==> config.mk <==
export PLATFORM = sky130hd
export DESIGN_NAME = topk_tracker
export DESIGN_NICKNAME = d
export VERILOG_FILES = /design/src/rtl/topk_pkg.sv /design/src/rtl/topk_cell.sv /design/src/rtl/topk_tracker.sv
export SDC_FILE = /design/constraint.sdc
export NUM_CORES = 1
export LEC_CHECK = 0
export CORE_UTILIZATION = 61
export DETAILED_ROUTE_END_ITERATION = 10
export PLACE_DENSITY = 0.85
export SETUP_SLACK_MARGIN = 0.2
export SYNTH_ARGS = -nofsm -noshare
export SYNTH_HDL_FRONTEND = slang
export SYNTH_SLANG_ARGS = --single-unit
==> constraint.sdc <==
create_clock -name clk -period 3.8 [get_ports clk]
set_input_delay 0.38 -clock clk [delete_from_list [all_inputs] [get_ports clk]]
set_output_delay 0.38 -clock clk [all_outputs]
set_load 0.01 [all_outputs]
==> src/rtl/topk_pkg.sv <==
`default_nettype none
// ============================================================================
//  Module      : topk_pkg
//  Description : Shared constants and ordering helper for the top-K family of
//                stream monitors (tracker, bottom-K, histogram monitors).
//                  TOPK_MAX    - keep largest values, descending table
//                  TOPK_MIN    - keep smallest values, ascending table
//                  topk_better - strict "a ranks ahead of b" comparison
//  Revision    : 1.0 - initial release
// ============================================================================
package topk_pkg;

    localparam int TOPK_MAX = 0;
    localparam int TOPK_MIN = 1;

    // Operands arrive zero-extended to 64 bits; only the low 'width' bits
    // carry data. For signed ordering the sign bit is inverted, which maps
    // two's complement onto offset binary so a plain unsigned compare gives
    // the signed order.
    function automatic logic topk_better(
        input logic [63:0] a,
        input logic [63:0] b,
        input int          mode,
        input logic        signed_cmp,
        input int          width
    );
        logic [63:0] msk;
        logic [63:0] ua;
        logic [63:0] ub;
        msk = 64'd1 << (width - 1);
        ua  = signed_cmp ? (a ^ msk) : a;
        ub  = signed_cmp ? (b ^ msk) : b;
        return (mode == TOPK_MIN) ? (ua < ub) : (ua > ub);
    endfunction

endpackage
`default_nettype wire

==> src/rtl/topk_cell.sv <==
`default_nettype none
// ============================================================================
//  Module      : topk_cell
//  Description : One slot of the sorted top-K table.
//                  i_nb_slot/i_nb_occ/i_nb_wins - state and win flag of the
//                                                 more-extreme neighbour
//                  o_slot/o_occ                 - this slot's registers
//                  o_wins                       - incoming sample belongs at
//                                                 or ahead of this slot
//                A slot loads the sample when it is the first winner, takes
//                its neighbour's entry when the neighbour also wins (shift
//                down), and otherwise holds.
//  Revision    : 1.0 - initial release
// ============================================================================
module topk_cell
    import topk_pkg::*;
#(
    parameter int DATA_WIDTH = 32,
    parameter int MODE       = TOPK_MAX,
    parameter int SIGNED     = 0,
    parameter bit FIRST      = 1'b0
) (
    input  logic                  clk,
    input  logic                  resetn,
    input  logic                  i_clear,
    input  logic                  i_din_valid,
    input  logic [DATA_WIDTH-1:0] i_din,
    input  logic [DATA_WIDTH-1:0] i_nb_slot,
    input  logic                  i_nb_occ,
    input  logic                  i_nb_wins,
    output logic [DATA_WIDTH-1:0] o_slot,
    output logic                  o_occ,
    output logic                  o_wins
);

    logic [DATA_WIDTH-1:0] r_slot;
    logic                  r_occ;
    logic                  w_better;

    assign w_better = topk_better(64'(i_din), 64'(r_slot), MODE, (SIGNED != 0), DATA_WIDTH);
    assign o_wins   = !r_occ || w_better;

    always_ff @(posedge clk or negedge resetn) begin
        if (!resetn) begin
            r_slot <= '0;
            r_occ  <= 1'b0;
        end else if (i_clear) begin
            // A sample arriving with clear becomes the only entry, at the head.
            if (i_din_valid && FIRST) begin
                r_slot <= i_din;
                r_occ  <= 1'b1;
            end else begin
                r_slot <= '0;
                r_occ  <= 1'b0;
            end
        end else if (i_din_valid) begin
            // Wins is monotone, so a winning neighbour implies this slot wins.
            if (i_nb_wins) begin
                r_slot <= i_nb_slot;
                r_occ  <= i_nb_occ;
            end else if (o_wins) begin
                r_slot <= i_din;
                r_occ  <= 1'b1;
            end
        end
    end

    assign o_slot = r_slot;
    assign o_occ  = r_occ;

endmodule
`default_nettype wire

==> src/rtl/topk_tracker.sv <==
`default_nettype none
// ============================================================================
//  Module      : topk_tracker
//  Description : Streaming top-K tracker. Keeps the K most extreme samples
//                (largest for MODE 0, smallest for MODE 1) seen since reset
//                or clear, as a sorted table with stable tie ordering.
//                  clk, resetn    - clock, async active-low reset
//                  clear          - synchronous flush (din_valid still loads)
//                  din_valid, din - sample stream
//                  rank_sel       - rank to read, 0 = most extreme
//                  dout/dout_valid- combinational read of slot[rank_sel]
//                  kth_out        - K-th extreme, 0 when not yet filled
//                  count          - occupied slots, 0..K
//  Revision    : 1.0 - initial release
// ============================================================================
module topk_tracker
    import topk_pkg::*;
#(
    parameter int DATA_WIDTH = 32,
    parameter int K          = 4,
    parameter int MODE       = TOPK_MAX,
    parameter int SIGNED     = 0
) (
    input  logic                   clk,
    input  logic                   resetn,
    input  logic                   clear,
    input  logic                   din_valid,
    input  logic [DATA_WIDTH-1:0]  din,
    input  logic [$clog2(K)-1:0]   rank_sel,
    output logic [DATA_WIDTH-1:0]  dout,
    output logic                   dout_valid,
    output logic [DATA_WIDTH-1:0]  kth_out,
    output logic [$clog2(K+1)-1:0] count
);

    localparam int                 c_rank_w = $clog2(K);
    localparam int                 c_rank_n = 1 << c_rank_w;
    localparam int                 c_cnt_w  = $clog2(K + 1);
    localparam logic [c_cnt_w-1:0] c_k      = c_cnt_w'(K);
    localparam logic [c_cnt_w-1:0] c_one    = c_cnt_w'(1);

    logic [DATA_WIDTH-1:0] w_slot    [K];
    logic                  w_occ     [K];
    logic                  w_wins    [K];
    logic [DATA_WIDTH-1:0] w_rd_slot [c_rank_n];
    logic                  w_rd_occ  [c_rank_n];
    logic [c_cnt_w-1:0]    r_count;

    genvar gi;
    for (gi = 0; gi < K; gi++) begin : g_cell
        logic [DATA_WIDTH-1:0] w_nb_slot;
        logic                  w_nb_occ;
        logic                  w_nb_wins;

        if (gi == 0) begin : g_head
            assign w_nb_slot = '0;
            assign w_nb_occ  = 1'b0;
            assign w_nb_wins = 1'b0;
        end else begin : g_body
            assign w_nb_slot = w_slot[gi-1];
            assign w_nb_occ  = w_occ[gi-1];
            assign w_nb_wins = w_wins[gi-1];
        end

        topk_cell #(
            .DATA_WIDTH (DATA_WIDTH),
            .MODE       (MODE),
            .SIGNED     (SIGNED),
            .FIRST      (gi == 0)
        ) u_cell (
            .clk         (clk),
            .resetn      (resetn),
            .i_clear     (clear),
            .i_din_valid (din_valid),
            .i_din       (din),
            .i_nb_slot   (w_nb_slot),
            .i_nb_occ    (w_nb_occ),
            .i_nb_wins   (w_nb_wins),
            .o_slot      (w_slot[gi]),
            .o_occ       (w_occ[gi]),
            .o_wins      (w_wins[gi])
        );
    end

    // Read table padded to the full rank_sel range; ranks >= K read empty.
    for (gi = 0; gi < c_rank_n; gi++) begin : g_rd
        if (gi < K) begin : g_live
            assign w_rd_slot[gi] = w_occ[gi] ? w_slot[gi] : '0;
            assign w_rd_occ[gi]  = w_occ[gi];
        end else begin : g_pad
            assign w_rd_slot[gi] = '0;
            assign w_rd_occ[gi]  = 1'b0;
        end
    end

    assign dout       = w_rd_slot[rank_sel];
    assign dout_valid = w_rd_occ[rank_sel];
    assign kth_out    = w_occ[K-1] ? w_slot[K-1] : '0;

    // The last slot wins whenever any slot wins (monotone vector), so it
    // doubles as the "sample accepted" flag.
    always_ff @(posedge clk or negedge resetn) begin
        if (!resetn) begin
            r_count <= '0;
        end else if (clear) begin
            r_count <= din_valid ? c_one : '0;
        end else if (din_valid && w_wins[K-1] && (r_count != c_k)) begin
            r_count <= r_count + c_one;
        end
    end

    assign count = r_count;

endmodule
`default_nettype wire
==> run_results.csv <==
group,metric,value,unit
run_status,status,"complete, no violations",
setup_path,worst_path_max_delay_cell,"dfrtp_1",
routing,drt_iter0_markers,1392,
sta,finalHoldViolCount,0,
placement,globalplace.congestion,0.936,
setup_path,rr_worst_depth,10,
routing,wl,35.3,mm
clocking,ctsResizeCount,0,
power,cellPowerDensity,361,nW/um2
die,die_height,132,um
yosys,yosysWarnings,0,
yosys,yosysTopAreaCell,"dfrtp_1",
routing,ant_nets,0,
sta,rsz0062_at_grt,"no",
grt,antenna_found_initial,0,
yosys,synth_commonest_cells,"135 x dfrtp_1, 132 x inv_1, 130 x ha_1, 88 x a21oi_1, 71 x clkbuf_1",
power,vdd_drop_max,0.000334,V
clocking,numCtsBuffers,17,
sta,finalMaxSlewViolations,0,
yosys,synthesis.area,10300,um2
sta,setup_ws,447,ps
die,io_pins,106,
yosys,synthMuxAreaShare,0.291,%
routing,vias,10600,
yosys,synth_edf_count,0,
yosys,netlist_instances,1122,
sta,fin_crit_sh,88.2,%
clocking,clock_path_buffers,2,
die,start_util,62.4,%
yosys,synth_xor_area_share,0,%
yosys,yosysSeqAreaShare,32.8,%
placement,place_worst_setup_slack,216,ps
sta,fmax,298,MHz
yosys,synthTopCellsByArea,"dfrtp_1 33%, ha_1 16%, a32oi_1 5.4%",
grt,grtUsageMet3,11.5,%
clocking,clk_latency,430,ps
sta,setup_violations,0,
setup_path,critPathKind,"reg2out",
placement,numPortBuffers,105,
placement,dpl_cell_area,11700,um2
sta,min_period,3350,ps
die,die_area,17400,um2
cells_and_area,fin_nets,1383,
yosys,synth_nets,1290,
cells_and_area,final_area,12300,um2
setup_path,max_stage_delay,790,ps
setup_path,ff2ff_setup_slack,590,ps
grt,grt_use_met2,61.9,%
sta,finClkSkew,8.71,ps
grt,overflow,0,
setup_path,cp-end-kind,"output pin",
yosys,synth.distinct_cells,51,
clocking,post_cts.repair.setup_buffers,0,
cells_and_area,fill_cells,1182,
setup_path,cp-start-kind,"flop",
yosys,synth_top_area_share,32.8,%
sta,fin_setup_tns,0,ps
yosys,yosysMostFrequentCell,"dfrtp_1",
clocking,clk_pin_slew,60,ps
routing,wl_per_cell,24.4,um
setup_path,required,3420,ps
cells_and_area,drive_gt1_share,11.0,%
clocking,cts_root_buf,"clkbuf_16",
sta,slew_headroom,22.3,%
routing,viasPerCell,7.29,
die,num_rows,47,
yosys,ys_async_sr_fraction,100,%
yosys,synth-adder-area-share,15.8,%
power,p_leak,0.00519,uW
die,die_w,132,um
clocking,cts_hold_buf,0,
worst_hold_path,hold_path.class,"in2async",
setup_path,path_cells,"and2_1, buf_4, a22oi_1, a21oi_1, clkdlybuf4s50_1",
yosys,ys_seq_elements,135,
setup_path,rr_endpoint,"g_cell[1].u_cell.o_slot[7]$_DFFE_PN0P_",
setup_path,path_max_fanout,23,
grt,top_usage_layer,"met2",
yosys,synthSimpleGateAreaFrac,10.3,%
clocking,cts_tree,"yes",
routing,route.detailed.drc,0,
clocking,cts_htree_levels,4,
setup_path,arrival,2970,ps
cells_and_area,syn_to_final_growth,19.4,%
grt,first_global_vias,10500,
cells_and_area,n_antenna_cell,0,
routing,drtPass1Iterations,7,
setup_path,timing.rr.start,"g_cell[0].u_cell.o_slot[23]$_DFFE_PN0P_",
yosys,synth_top_family_by_area,"compound AO/OA/AOI/OAI gates",
yosys,syn_avg_cell_area,9.19,um2
job,drv_cap,0,
placement,place_hpwl,23.4,mm
grt,grtUsageMet1,52.7,%
sta,tightest_slew,1170,ps
grt,grt_util_all_layers,41.0,%
grt,grt_max_degree,98,
clocking,clock_sinks,135,
yosys,synth_compound_area_share,32.3,%
yosys,synthFlopType,"dfrtp_1",
die,coreArea,16500,um2
grt,grt_pass1_wl,56.2,mm
[cells in the final DEF, fill, tap and decap left out, drive strengths merged, types with 38 or more instances in the layout]
| master | n |
|---|---|
| dfrtp | 135 |
| inv | 132 |
| ha | 130 |
| clkdlybuf4s50 | 101 |
| a21oi | 91 |
| o31ai | 65 |
| a32oi | 64 |
| buf | 63 |
| and2 | 38 |
[final cells by class]
cell class                      count  area, um2  share of cell area (%)
Clock inverter                      9        100                   0.813
Inverter                          132        495                    4.02
Timing Repair Buffer              164       1520                    12.3
Clock buffer                       22        474                    3.85
Multi-Input combinational cell    765       6070                    49.3
Tap cell                          220        275                    2.24
Sequential cell                   135       3380                    27.4
[metrics by stage]
stage	hold WS, ps	utilization, %	std cells	power [uW]
global route	142	74.5	1447	4620
CTS	119	74.5	1447	4410
floorplan	84.4	-	1122	2320
detailed placement	509	71.0	1416	2770
finish	67.2	74.5	1447	4450
global placement	502	71.0	1416	2740
[registers in the layout, summed over array words and instances, names as in the netlist]
register	count
count	3
g_cell.u_cell.o_occ	4
g_cell.u_cell.o_slot	128
[where the power goes]
group	switching, uW	total (uW)	internal (uW)
sequential	123	1680	1550
combinational	683	1130	447
clock	635	1640	1010
total	1440	4450	3010
[worst max path at each step]
| stage | startpoint | slack (ps) | cells past startpoint | to |
|---|---|---|---|---|
| after floorplan | g_cell[0].u_cell.o_slot[30]$_DFFE_PN0P_ | 1230 | 11 | g_cell[0].u_cell.o_slot[0]$_DFFE_PN0P_ |
| after global placement | din[11] | 260 | 10 | g_cell[0].u_cell.o_slot[26]$_DFFE_PN0P_ |
| after detailed placement | din[11] | 220 | 10 | g_cell[0].u_cell.o_slot[1]$_DFFE_PN0P_ |
| after CTS | g_cell[3].u_cell.o_occ$_DFFE_PN0P_ | 520 | 5 | dout[28] |
| after global routing | din[7] | 330 | 10 | g_cell[2].u_cell.o_slot[24]$_DFFE_PN0P_ |
| final | g_cell[3].u_cell.o_occ$_DFFE_PN0P_ | 450 | 5 | dout[28] |
[critical path, delay by kind of cell, from the launching register on]
kind	cells	cell delay, ps
flops	1	790
buf+inv	2	990
compound gates	2	520
simple gates	1	250
[per-layer routing]
| layer | vias up | part of all wire (%) |
|---|---|---|
| met3 | 161 | 13 |
| met5 | - | 0 |
| li1 | 4556 | - |
| met4 | 0 | 5.2 |
| met2 | 841 | 44 |
| met1 | 4997 | 38 |
[logic make-up (layout without fill, tap and decap cells)]
family          after synthesis  after routing
flops                       135            135
simple gates                189            189
buf+inv                     222            327
compound gates              443            443
fa+ha+maj                   130            130
mux                           3              3
No activity file was read; power rests on OpenSTA's default activity.
